--- src/rtl/traveler_cmd_encoder.sv ---
// Button-to-command encoder: sync, debounce, single-press filter,
// toggle-marked command word with optional hold-to-repeat.
module traveler_cmd_encoder #(
  parameter int                       N_BTN         = 5,
  parameter int                       CMD_W         = 8,
  parameter logic [N_BTN*CMD_W-1:0]   CMD_TABLE     = 40'h0A_06_12_42_22,
  parameter int                       DEBOUNCE_CNT  = 5000000,
  parameter bit                       REPEAT_EN     = 1'b0,
  parameter int                       REPEAT_DELAY  = 50000000,
  parameter int                       REPEAT_PERIOD = 10000000
) (
  input  logic                         clk,
  input  logic                         rst,
  input  logic [N_BTN-1:0]             button,
  output logic [CMD_W:0]               data,
  output logic                         cmd_valid,
  output logic [$clog2(N_BTN+1)-1:0]   cmd_id
);

  localparam int IDW  = $clog2(N_BTN+1);
  localparam int MAX1 = (DEBOUNCE_CNT > REPEAT_DELAY) ?
                        DEBOUNCE_CNT : REPEAT_DELAY;
  localparam int MAXC = (MAX1 > REPEAT_PERIOD) ? MAX1 : REPEAT_PERIOD;
  localparam int CW   = $clog2(MAXC+1);

  localparam logic [CW-1:0] DB_C  = CW'(DEBOUNCE_CNT);
  localparam logic [CW-1:0] RD_C  = CW'(REPEAT_DELAY-1);
  localparam logic [CW-1:0] RP_C  = CW'(REPEAT_PERIOD-1);
  localparam logic [CW-1:0] CNT_M = {CW{1'b1}};

  typedef enum logic [1:0] {
    IDLE,
    ARM,
    HELD
  } state_t;

  state_t             state_q, state_d;
  logic [N_BTN-1:0]   s1_q, s_q;
  logic [IDW-1:0]     cand_q, cand_d;
  logic [CW-1:0]      cnt_q, cnt_d;
  logic               first_q, first_d;
  logic [CMD_W:0]     data_q;
  logic               valid_q;
  logic [IDW-1:0]     id_q;

  logic               single;
  logic [IDW-1:0]     sid;
  logic [CMD_W-1:0]   cmd_w;
  logic [CW-1:0]      thr;
  logic               emit;

  always_comb begin
    sid   = '0;
    cmd_w = '0;
    for (int i = 0; i < N_BTN; i++) begin
      if (s_q[i]) sid = IDW'(i+1);
      if (cand_q == IDW'(i+1))
        cmd_w = CMD_TABLE[i*CMD_W +: CMD_W];
    end
  end

  assign single = $onehot(s_q);
  assign thr    = first_q ? RD_C : RP_C;

  always_comb begin
    state_d = state_q;
    cand_d  = cand_q;
    cnt_d   = cnt_q;
    first_d = first_q;
    emit    = 1'b0;
    unique case (state_q)
      IDLE: begin
        if (single) begin
          state_d = ARM;
          cand_d  = sid;
          cnt_d   = '0;
        end
      end
      ARM: begin
        if (!single) begin
          state_d = IDLE;
          cnt_d   = '0;
        end else if (sid != cand_q) begin
          cand_d = sid;
          cnt_d  = '0;
        end else if (cnt_q == DB_C) begin
          emit    = 1'b1;
          state_d = HELD;
          cnt_d   = '0;
          first_d = 1'b1;
        end else begin
          cnt_d = cnt_q + 1'b1;
        end
      end
      HELD: begin
        if (!single) begin
          state_d = IDLE;
          cnt_d   = '0;
        end else if (sid != cand_q) begin
          state_d = ARM;
          cand_d  = sid;
          cnt_d   = '0;
        end else if (REPEAT_EN && cnt_q == thr) begin
          emit    = 1'b1;
          cnt_d   = '0;
          first_d = 1'b0;
        end else if (cnt_q != CNT_M) begin
          cnt_d = cnt_q + 1'b1;
        end
      end
      default: begin
        state_d = IDLE;
        cnt_d   = '0;
      end
    endcase
  end

  always_ff @(posedge clk) begin
    if (rst) begin
      s1_q    <= '0;
      s_q     <= '0;
      state_q <= IDLE;
      cand_q  <= '0;
      cnt_q   <= '0;
      first_q <= 1'b0;
      data_q  <= '0;
      valid_q <= 1'b0;
      id_q    <= '0;
    end else begin
      s1_q    <= button;
      s_q     <= s1_q;
      state_q <= state_d;
      cand_q  <= cand_d;
      cnt_q   <= cnt_d;
      first_q <= first_d;
      valid_q <= emit;
      // mark flips on every emission so repeats of one command are visible
      if (emit) begin
        data_q <= {~data_q[CMD_W], cmd_w};
        id_q   <= cand_q;
      end
    end
  end

  assign data      = data_q;
  assign cmd_valid = valid_q;
  assign cmd_id    = id_q;

endmodule
--- config.mk ---
export PLATFORM = sky130hd
export DESIGN_NAME = traveler_cmd_encoder
export DESIGN_NICKNAME = d
export VERILOG_FILES = /design/src/rtl/traveler_cmd_encoder.sv
export SDC_FILE = /design/constraint.sdc
export NUM_CORES = 1
export LEC_CHECK = 0
export ABC_AREA = 1
export BUFFER_PORTS_ARGS = -buffer_cell sky130_fd_sc_hd__buf_2
export CAP_MARGIN = 20
export CORE_MARGIN = 10
export CORE_UTILIZATION = 40
export DETAILED_ROUTE_END_ITERATION = 8
export HOLD_SLACK_MARGIN = 0.1
export SYNTH_ARGS = -nofsm -noshare
export SYNTH_HDL_FRONTEND = slang
export SYNTH_SLANG_ARGS = --single-unit
--- constraint.sdc ---
create_clock -name clk -period 6.61 [get_ports clk]
set_input_delay 0 -clock clk [delete_from_list [all_inputs] [get_ports clk]]
set_output_delay 0 -clock clk [all_outputs]
set_load 0.02 [all_outputs]
==> reports/metrics.cfg <==
[critical_path]
critPathTopFamily = simple AND/OR/NAND/NOR gates
cp.required_ns = 6.81
cp-start-kind = flop
crit_path_max_incr_delay_ns = 0.66
path_buf_inv = 4
cp_slowest_cell = nand2_1
path_cells = inv_1, fa_1, inv_1, fa_1, ha_1, nor3_4, inv_1, nand2_1, nand2_2, inv_2, o21ai_0, nand2_1, nor2_1
critPathArrivalTime_ns = 3.93
path_class = flop to flop
crit_cells = 13
crit_fanout = 25
worst-r2r-cell-count = 13
cp_common_cell = inv_1
worstSetupEndpointType = flop

[layout]
fin_nets = 525
layout_commonest_cell = nand2_1
finalInstanceArea_um2 = 3433
final_cell_mix = 119 x nand2_1, 77 x inv_1, 73 x nor2_1
area_growth_syn_to_layout_pct = 11.05
antenna_cells = 0
drive_above_1_share_pct = 9.037

[floorplanning]
die_w_um = 107.9
die-area_um2 = 11650
rows = 31
ios = 20
die_h_um = 107.9
core_um2 = 7370
start_util_pct = 41.95

[yosys]
yosysTopAreaCell = dfxtp_1
netlist.area_leader.share_pct = 33.67
synth_cells = 485
ys_ff_latch = 52
synth_area_um2 = 3092
muxShareOfSynthArea_pct = 0
synthArstFlopShare_pct = 0
yosysSeqAreaShare_pct = 33.67
yosys.area_share.xor_xnor_pct = 1.416
synth_ff_type = dfxtp_1
synthAdderAreaFrac_pct = 4.533
synth_edf_count = 0
synth_area_leaders = dfxtp_1 34%, nand2_1 14%, inv_1 9.3%, nor2_1 8.9%, nand3_1 5.2%
ys_warn_count = 0
yosys.area_share.simple_pct = 39.94
synth_cell_type_count = 34
synth_top_family_by_area = simple AND/OR/NAND/NOR gates
synth-compound-area-share_pct = 8.053
synth.avg_cell_area_um2 = 6.375

[clock_tree]
cts_root_buf = clkbuf_8
cts_sinks = 52
ctsHtreeMaxLevel = 2
cts_buffers = 5
clk-insertion-delay-late_ns = 0.32
cts_tree = done
clock_path_buffers = 2
clk_pin_slew_ns = 0.10

[timing]
setup_viol = 0
slew_violations = 0
finClkSkew_ns = 0.008209
rsz0062_at_grt = no
min_period_over_period_pct = 56.31
clock.fmax_mhz = 268.7
finalSetupTns_ns = 0
fin_crit_ns = 3.722
hold_viol = 0
worstMarginPinSlew_ns = 0.8676
relSlewSlack_pct = 42.02

[placed_design]
post_dp_cell_area_um2 = 3229
io_buffers = 17
dpl.hpwl_um = 5490
gp_congestion = 0.9102

[global_route]
grt_usage_pct = 12.95
overflow = 0
grt_pass1_wl_um = 12520
grt_max_degree = 26
antenna_found_initial = 0
grt_pass1_vias = 2725

[power_and_ir_drop]
ir_worst_vdd_v = 0.0001557
p_per_area_nw_per_um2 = 248.7
p_leak_nw = 1.532

[routing]
drc_errors = 0
dr.first_iter.drc_count = 137
ant_nets = 0
drt_first_pass_iters = 4
routedWlPerCell_um = 12.21
wirelength_um = 7424
vias_per_cell = 4.836
vias = 2940

[job]
drv_cap = 0

[hold_path]
hold_path_class = flop to flop
hold_depth = 2

[outcome]
status = finished clean

## path summary, 6_finish.rpt
check	from	slack, ns	to
max	s_q[0]$_SDFF_PP0_	2.89	cnt_q[16]$_SDFFE_PP0P_
min	s1_q[2]$_SDFF_PP0_	0.41	s_q[2]$_SDFF_PP0_
max reg2reg	s_q[0]$_SDFF_PP0_	2.89	cnt_q[16]$_SDFFE_PP0P_
min reg2reg	s1_q[2]$_SDFF_PP0_	0.41	s_q[2]$_SDFF_PP0_
## layout make-up
class / count / area (µm²)
clock buffer: 5 / 68.82
clock inverter: 3 / 25.02
fill: 797 / 3936
inverter: 81 / 304.0
multi-input combinational: 340 / 1675
sequential: 52 / 1041
tap: 99 / 123.9
timing repair buffer: 28 / 195.2
## cells by family after synthesis
family,count (synthesis)
AOI/OAI and AO/OA,46
xor gates and xnor gates,5
adders and majority gates,10
buffers and inverters,94
DFF,52
other,1
and+or+nand+nor,277
## metrics by stage
stage | total power [mW] | setup slack [ns] | hold WS, ns | util [%] | cells
3_3_place_gp | 0.6490 | 3.042 | 0.1994 | 43.82 | 589
3_5_place_dp | 0.6560 | 2.926 | 0.2072 | 43.82 | 589
4_1_cts | 0.8627 | 2.906 | 0.4100 | 46.59 | 608
6_report | 0.8539 | 2.888 | 0.4079 | 46.59 | 608
5_1_grt | 0.9147 | 2.610 | 0.4231 | 46.59 | 608
2_1_floorplan | 0.6044 | 3.770 | 0.1070 | - | 486
## worst reg2reg max path: cells and delay by family (launching register included)
kind            cells  cell delay, ns
fa+ha+maj           3            1.21
flops               1            0.35
compound gates      1            0.13
simple gates        5            1.39
buf+inv             4            0.53
## timing repair
item                                   in CTS  in global routing
resized for setup                           0                  0
setup buffers                               0                  0
endpoints found under the hold margin      18                  0
hold buffers                               11                  0
## per-layer routing
layer / routed length, µm / up-vias / part of all wire (%) / global-route usage [%]
met4: 128 / 0 / 1.7 / 4.294
met3: 436 / 11 / 5.9 / 3.054
li1: - / 1559 / - / -
met5: 0 / - / 0 / 0
met2: 3439 / 61 / 46 / 22.03
met1: 3420 / 1309 / 46 / 15.64
## state kept, by name, indices dropped and copies added, names as in the netlist
signal and count:
s_q 5, state_q 2, cmd_valid 1, data 7, s1_q 5, cand_q 3
cnt_q 26, cmd_id 3
## power breakdown
group	internal (mW)	switching (mW)	total, mW
Clock	0.0776	0.122	0.200
Combinational	0.0831	0.199	0.282
Sequential	0.340	0.0328	0.372
Total	0.500	0.354	0.854
## Yosys cell counts, types with 2 or more instances
library cell	instances
o21ai_0	17
inv_1	77
buf_4	3
dfxtp_1	52
xor2_1	5
nand3_1	32
nor2_2	3
nor2_4	3
nand3_2	2
inv_2	4
a21oi_1	19
clkbuf_1	2
o21ai_1	4
o2111ai_1	2
fa_1	2
nor3_1	18
nand2_1	119
nor2_1	73
ha_1	8
nand2_2	5
buf_2	6
o211ai_1	2
nand4_1	16
Note: power is estimated with default switching activity, not from simulation.
